--- config.mk ---
export PLATFORM = sky130hd
export DESIGN_NAME = dm_port_arbiter
export DESIGN_NICKNAME = d
export VERILOG_FILES = /design/src/rtl/dm_port_arbiter.sv
export SDC_FILE = /design/constraint.sdc
export NUM_CORES = 1
export LEC_CHECK = 0
export BUFFER_PORTS_ARGS = -buffer_cell sky130_fd_sc_hd__buf_2
export CORE_ASPECT_RATIO = 0.7
export CORE_MARGIN = 3
export CORE_UTILIZATION = 49
export CTS_CLUSTER_SIZE = 20
export DETAILED_ROUTE_END_ITERATION = 16
export PLACE_DENSITY = 0.88
export SYNTH_ARGS = -nofsm -noshare
export SYNTH_HDL_FRONTEND = slang
export SYNTH_SLANG_ARGS = --single-unit
--- constraint.sdc ---
create_clock -name clk -period 1.9 [get_ports clk]
set_input_delay 0.19 -clock clk [delete_from_list [all_inputs] [get_ports clk]]
set_output_delay 0.19 -clock clk [all_outputs]
set_load 0.03 [all_outputs]
--- src/rtl/dm_port_arbiter.sv ---
// dm_port_arbiter: round-robin share of the data-memory/bridge port between CPU (M0) and DMA (M1).
// Define MISALIGN_CHECK_EN to reject illegal byte-enable patterns at grant instead of forwarding them.
module dm_port_arbiter #(
  parameter int TIMEOUT_CYC = 16
) (
  input  logic        clk,
  input  logic        reset,
  input  logic        m0_req,
  input  logic        m0_we,
  input  logic [31:0] m0_addr,
  input  logic [3:0]  m0_byteen,
  input  logic [31:0] m0_wdata,
  output logic        m0_ack,
  output logic        m0_err,
  output logic [31:0] m0_rdata,
  input  logic        m1_req,
  input  logic        m1_we,
  input  logic [31:0] m1_addr,
  input  logic [3:0]  m1_byteen,
  input  logic [31:0] m1_wdata,
  output logic        m1_ack,
  output logic        m1_err,
  output logic [31:0] m1_rdata,
  output logic        slv_req,
  output logic        slv_we,
  output logic [31:0] slv_addr,
  output logic [3:0]  slv_byteen,
  output logic [31:0] slv_wdata,
  input  logic        slv_ack,
  input  logic [31:0] slv_rdata,
  output logic        busy
);
  typedef enum logic [1:0] {IDLE, ISSUE, RESP} state_t;
  localparam logic [7:0] CNT_MAX = 8'(TIMEOUT_CYC - 1);
  state_t      state;
  logic        last_grant, gnt, err_q;
  logic [7:0]  cnt;
  logic [31:0] rdata_q;
  logic        r0, r1, any, pick, ok;
  logic [3:0]  sel_byteen;
  // a master whose ack is on the wire this cycle is still holding req for the finished access
  always_comb begin
    r0 = m0_req & ~m0_ack;
    r1 = m1_req & ~m1_ack;
    any = r0 | r1;
    pick = r1 & (~r0 | ~last_grant);
    sel_byteen = pick ? m1_byteen : m0_byteen;
  end
`ifdef MISALIGN_CHECK_EN
  assign ok = sel_byteen inside {4'b1111, 4'b0011, 4'b1100, 4'b0001, 4'b0010, 4'b0100, 4'b1000, 4'b0000};
`else
  assign ok = 1'b1;
`endif
  assign busy = state != IDLE;
  always_ff @(posedge clk or negedge reset) begin
    if (!reset) begin
      state <= IDLE;
      last_grant <= 1'b1;
      gnt <= 1'b0;
      err_q <= 1'b0;
      cnt <= '0;
      rdata_q <= '0;
      slv_req <= 1'b0;
      slv_we <= 1'b0;
      slv_addr <= '0;
      slv_byteen <= '0;
      slv_wdata <= '0;
      m0_ack <= 1'b0;
      m0_err <= 1'b0;
      m0_rdata <= '0;
      m1_ack <= 1'b0;
      m1_err <= 1'b0;
      m1_rdata <= '0;
    end else begin
      m0_ack <= 1'b0;
      m1_ack <= 1'b0;
      m0_err <= 1'b0;
      m1_err <= 1'b0;
      case (state)
        IDLE: if (any) begin
          slv_we <= pick ? m1_we : m0_we;
          slv_addr <= pick ? m1_addr : m0_addr;
          slv_byteen <= sel_byteen;
          slv_wdata <= pick ? m1_wdata : m0_wdata;
          last_grant <= pick;
          gnt <= pick;
          cnt <= '0;
          rdata_q <= '0;
          err_q <= ~ok;
          slv_req <= ok;
          state <= ok ? ISSUE : RESP;
        end
        ISSUE: begin
          cnt <= cnt + 8'd1;
          if (slv_ack) begin
            rdata_q <= slv_rdata;
            slv_req <= 1'b0;
            state <= RESP;
          end else if (cnt == CNT_MAX) begin
            slv_req <= 1'b0;
            err_q <= 1'b1;
            state <= RESP;
          end
        end
        RESP: begin
          m0_ack <= ~gnt;
          m1_ack <= gnt;
          m0_err <= ~gnt & err_q;
          m1_err <= gnt & err_q;
          m0_rdata <= gnt ? m0_rdata : rdata_q;
          m1_rdata <= gnt ? rdata_q : m1_rdata;
          cnt <= '0;
          state <= IDLE;
        end
        default: state <= IDLE;
      endcase
    end
  end
endmodule

==> summary.txt, run 1 <==
Synthesis
  • Post-synth top area cell: dfrtp_1
  • Post-synth top flop: dfrtp_1
  • Yosys reg bits: 183
  • Synth top area share: 57.4%
  • Yosys cell types: 42
  • Synth area leaders: dfrtp_1, nand2_1, a21oi_1
  • Syn. warnings: 0
  • Syn nets: 1037
  • Number of synthesized flops with an enable pin: 0
  • Gate Count Post-Synth: 857
  • Syn avg cell area: 9.26 um^2
  • Seq/Total Area, Yosys: 57.7%
  • Async S/R FF share, synth: 100%
  • Mapped Area: 0.00793 mm^2

Power and ir drop
  • Power Density: 1810 mW/mm^2
  • Leakage power: 0.00561 uW
  • Total power: 19300 uW
  • Maximum vdd drop: 0.972 mV

Floorplanning
  • Die Area: 0.0178 mm^2
  • Initial Utilization: 50.6%
  • Io pins: 314
  • Die width: 158 um
  • Core area: 0.0157 mm^2
  • Chip height: 112 um
  • Num rows: 38

Critical path
  • Startpoint Class: flip-flop
  • Critical Path RT: 2.24 ns
  • Setup crit end: slv_addr[17]
  • CP arrival: 2.12 ns
  • Worst setup startpoint: m1_ack
  • FF-to-FF Start: m1_ack
  • Max FO, Critical Path: 38
  • FF-to-FF path depth: 5
  • Crit Reg-Reg Endpoint: slv_addr[17]
  • Crit path kind: reg -> reg
  • Worst R2R Setup Slack: 0.12 ns
  • Crit path capture type: flip-flop

Finish
  • Area grow syn2layout: 34.8%
  • Net count, final: 1364
  • Antenna diode count: 0
  • Fill count: 1264
  • Layout cells sized above 1: 34.8%

GRT
  • Grt ovf: 0
  • Pin count of the biggest net entering global routing: 72
  • Vias in the first global route: 7273
  • Gr usage total: 26.4%
  • First-pass GRT wire length: 37300 um
  • Initial antenna violation count: 1

Worst hold path
  • Hold Startpoint: m0_addr[8]
  • HP Class: in -> reg

Clocking
  • # H-tree levels: 4
  • CTS tree: yes
  • CTS buffer count: 17
  • Root Driver: clkbuf_16
  • Clock Latency Late Sink: 0.42 ns
  • Max clock buf depth: 2
  • Clk sinks: 183
  • Clock-pin slew on the worst setup and hold paths: 0.07 ns

Run
  • Max Cap Viol: 0

Timing
  • Fin crit share: 93.7%
  • Fin. max-slew vios: 0
  • Fmax achieved: 0.561 GHz
  • Final hold violations: 0
  • Max_slew headroom: 60.8%
  • Min Hold Slack: 0.0112 ns
  • Tmin final: 1.78 ns
  • Worst slew pin tran: 0.586 ns
  • Final Skew: 0.0159 ns
  • Final setup fails: 0

Detailed routing
  • DRT Pass-1 Iters: 5
  • Remaining DRCs: 0
  • WL/cell: 17.0 um
  • Post-DRT Antenna Nets: 0
  • Post-Route WL: 23800 um
  • Initial DRC count: 706
  • Via-to-Cell Ratio: 5.44
  • Vias: 7593

Status
  • Status: complete, no violations

Placed design
  • Hpwl dp: 16000 um
  • Gpl congestion: 0.901
  • I/O Buffers: 313
[logic make-up after synthesis]
kind of cell | after synthesis | synth area share, %
fa+ha+maj | 5 | 0.789
simple gates | 412 | 22.2
flops | 183 | 57.7
compound gates | 157 | 10.7
mux | 33 | 4.68
buf+inv | 67 | 3.94
[critical path, cell delays in order (launching register included)]
cell and delay [ns]:
dfrtp_1 0.37, and2b_1 0.27, o21ai_4 0.50, buf_12 0.28, a21oi_1 0.08, a21oi_1 0.18
[sequential cells by signal (all words and copies together), names as in the netlist]
signal and count:
cnt 8, err_q 1, gnt 1, last_grant 1, m0_ack 1, m0_err 1
m0_rdata 32, m1_ack 1, m1_err 1, m1_rdata 32, rdata_q 32, slv_addr 32
slv_byteen 4, slv_req 1, slv_wdata 32, slv_we 1, state 2
[layout by cell type (no fill, tap or decap), types with 11 or more instances in the layout]
cell and count:
a21oi_1 140, buf_12 11, buf_2 312, buf_4 17, clkbuf_16 17, dfrtp_1 182, dlygate4sd3_1 28, mux2_2 33
nand2_1 244, nand3_1 40, nand4_1 32, nor2_1 72
[cell usage after synthesis, types with 2 or more instances]
| master | number |
|---|---|
| nand2_1 | 244 |
| dfrtp_1 | 182 |
| a21oi_1 | 140 |
| nor2_1 | 72 |
| nand3_1 | 40 |
| mux2_2 | 33 |
| nand4_1 | 32 |
| buf_2 | 28 |
| clkbuf_1 | 28 |
| ha_1 | 5 |
| and3_1 | 4 |
| inv_1 | 4 |
| nand2b_1 | 4 |
| o21ai_0 | 4 |
| buf_4 | 3 |
| a21o_1 | 2 |
| a21oi_2 | 2 |
| buf_6 | 2 |
| nand3b_1 | 2 |
| nor2b_1 | 2 |
| o22ai_1 | 2 |
| or4b_1 | 2 |
[repair_timing]
item | in CTS | in global routing
hold endpoints to repair | 60 | 7
endpoints found under the setup margin | 0 | 23
resized for setup | 0 | 1
hold buffers | 21 | 7
buffers inserted | 0 | 2
[routing by layer]
metal  global-route usage [%]  wire [um]  vias up
met5                        0         14        -
met4                     9.00        767        2
met2                     42.2      11400      376
met3                     6.59       1790       73
li1                         -          -     3524
met1                     35.4       9760     3618
[cell type report]
| type | count | area, um^2 | share of cell area (%) |
|---|---|---|---|
| clock buffers | 20 | 437 | 4.08 |
| clock inverters | 12 | 143 | 1.33 |
| inverters | 6 | 22.5 | 0.211 |
| multi-input cells | 607 | 3060 | 28.6 |
| flip-flops and latches | 183 | 4580 | 42.8 |
| well taps | 200 | 250 | 2.34 |
| repair buffers | 369 | 2200 | 20.6 |
[power by group]
group | switching, uW | internal (uW)
registers | 974 | 5500
clock network | 1530 | 1970
logic | 6380 | 2970
[how the worst min path moves through the flow]
| stage | endpoint | slack (ns) | cells after the start |
|---|---|---|---|
| after global routing | slv_wdata[15] | 0.00001 | 3 |
| after detailed placement | slv_addr[12] | 0.16 | 1 |
| final | slv_addr[8] | 0.01 | 3 |
| after global placement | slv_addr[12] | 0.16 | 1 |
| after CTS | slv_addr[3] | 0.0003 | 3 |
| after floorplan | cnt[0] | -0.11 | 0 |
[stage by stage]
step | worst slack [ns] | TNS (ns) | utilization, % | instances | instance area, um^2
detailed placement | 0.0904 | 0 | 62.6 | 1335 | 9820
global route | -0.00172 | -0.00172 | 68.2 | 1397 | 10700
global placement | 0.198 | 0 | 62.6 | 1335 | 9820
floorplan | 0.150 | 0 | - | 857 | 7930
finish | 0.119 | 0 | 68.2 | 1397 | 10700
CTS | 0.0771 | 0 | 67.6 | 1388 | 10600
(Power assumes the default switching activity.)
==> run 2: changes to the inputs <==
Settings changed: GPL_TIMING_DRIVEN from default to 0.
==> run 2 against run 1 <==
Compared with the run above:
- combinational power rose by 1%
- via count up 4.7%
- register-to-register slack got worse by 0.07 ns
- sequential power is 0.6% lower
- clock-buffer cell count shrank 2
- clock skew fell by 0.0052 ns
- fmax fell by 3.8%
- largest power group unchanged
- worst hold slack worse by 0.0056 ns
- sequential cell count did not move
- setup slack worse by 0.070 ns
==> summary.txt, run 2 (synthesis results as in run 1) <==
Timing
  • Unrepaired setup endpoints after global routing: yes
  • Final setup fails: 0
  • Worst slew pin tran: 0.590 ns
  • Fin crit share: 97.4%
  • Final Skew: 0.0107 ns
  • Fin. max-slew vios: 0
  • Tmin final: 1.85 ns
  • Fin Setup TNS: 0 ns
  • Final hold violations: 0
  • Fmax achieved: 0.540 GHz
  • Max_slew headroom: 60.7%

Worst hold path
  • HP Class: in -> reg

Status
  • Status: complete, no violations

Finish
  • Layout cells sized above 1: 35.6%
  • Most frequent cells in the layout: buf_2, nand2_1, dfrtp_1
  • Fill count: 1198
  • FF/Latch Area: 0.00458 mm^2
  • Commonest non-fill, non-tap cell in the layout: buf_2
  • Net count, final: 1403
  • Antenna diode count: 0
  • Area grow syn2layout: 36.3%
  • Multi-input logic area: 0.00306 mm^2

GRT
  • Grt ovf: 0
  • Pin count of the biggest net entering global routing: 119
  • First-pass GRT wire length: 39800 um
  • Vias in the first global route: 7766
  • Gr usage total: 28.2%
  • Initial antenna violation count: 0

Critical path
  • Worst setup startpoint: state[0]
  • Crit Reg-Reg Endpoint: m1_rdata[31]
  • FF-to-FF path depth: 5
  • CP arrival: 2.15 ns
  • Crit path kind: reg -> reg
  • Worst R2R Setup Slack: 0.05 ns
  • Startpoint Class: flip-flop
  • Max FO, Critical Path: 10
  • Critical Path RT: 2.20 ns
  • Crit path capture type: flip-flop
  • Setup crit end: m1_rdata[31]
  • FF-to-FF Start: state[0]

Clocking
  • # H-tree levels: 4
  • CTS buffer count: 17
  • CTS tree: yes
  • Post-CTS setup buffer count: 0
  • Clk sinks: 183
  • Clock-pin slew on the worst setup and hold paths: 0.07 ns
  • Max clock buf depth: 2
  • Root Driver: clkbuf_16
  • Clock Latency Late Sink: 0.42 ns

Detailed routing
  • Post-DRT Antenna Nets: 0
  • WL/cell: 17.6 um
  • DRT Pass-1 Iters: 6
  • Initial DRC count: 744
  • Post-Route WL: 25300 um
  • Via-to-Cell Ratio: 5.54
  • Vias: 7948
  • Remaining DRCs: 0

Power and ir drop
  • Leakage power: 0.00571 uW
  • Power Density: 1820 mW/mm^2
  • Total power: 19700 uW
  • Maximum vdd drop: 0.942 mV

Floorplanning
  • Die Area: 0.0178 mm^2
  • Core area: 0.0157 mm^2
  • Io pins: 314
  • Die width: 158 um
  • Initial Utilization: 50.6%
  • Chip height: 112 um
  • Num rows: 38

Run
  • Max Cap Viol: 0

Placed design
  • Gpl congestion: 0.918
  • I/O Buffers: 312
  • Hpwl dp: 17900 um
## run 2: cell count changes in the layout (fill, tap and decap cells not counted), sizes merged
cell,previous run,this run
clkbuf,20,45
dlygate4sd3,28,35
buf,341,346
bufinv,2,4
clkinvlp,2,1
## run 2: repair_timing
item                                    4_1_cts  5_1_grt
gates cloned                                  0        0
resized for setup                            14       18
hold buffers                                 34        1
endpoints found under the hold margin        98        1
endpoints found under the setup margin      126       93
## run 2: power by group
part / internal, uW / total [uW] / switching (uW)
Clock: 2250 / 3810 / 1550
Combinational: 2910 / 9460 / 6550
Sequential: 5500 / 6440 / 943
## run 2: how the worst min path moves through the flow
stage	start	to	slack (ns)	depth (start not counted)
2_1_floorplan	reset	cnt[0]	-0.11	0
3_5_place_dp	reset	slv_addr[7]	0.17	1
6_report	m0_wdata[17]	slv_wdata[17]	0.006	3
4_1_cts	m0_wdata[11]	slv_wdata[11]	0.0001	3
3_3_place_gp	m0_wdata[30]	slv_wdata[30]	0.42	3
5_1_grt	m0_wdata[6]	slv_wdata[6]	0.003	3
## run 2: metal layers
layer	global-route usage, %	up-vias	wire [um]
met4	10.6	0	925
met2	44.4	436	11800
met3	7.71	76	2360
li1	-	3611	-
met1	37.5	3825	10100
met5	0	-	0
## run 2: stage by stage
step | hold slack (ns) | setup WS (ns) | utilization [%] | cells | cell area [um^2]
finish | 0.00565 | 0.0485 | 68.9 | 1435 | 10800
global route | 0.00254 | -0.0216 | 68.9 | 1435 | 10800
CTS | 0.000133 | 0.00625 | 68.7 | 1435 | 10800
detailed placement | 0.165 | -0.206 | 62.3 | 1370 | 9780
global placement | 0.425 | -2.33 | 62.1 | 1369 | 9740
floorplan | -0.106 | 0.150 | - | 857 | 7930
## run 2: cell type report
class | instances | share of cell area, %
clock buffer | 18 | 4.06
inverter | 6 | 0.220
timing repair buffer | 348 | 18.0
sequential | 183 | 42.4
multi-input combinational | 607 | 28.3
buffer | 60 | 2.89
clock inverter | 13 | 1.78
tap | 200 | 2.31
## run 2: worst max-delay path, cell delays in order (launching register included)
cell and delay, ns:
dfrtp_1 0.38, inv_1 0.11, ha_1 0.25, nand2_1 0.25, buf_2 0.36, mux2_2 0.38
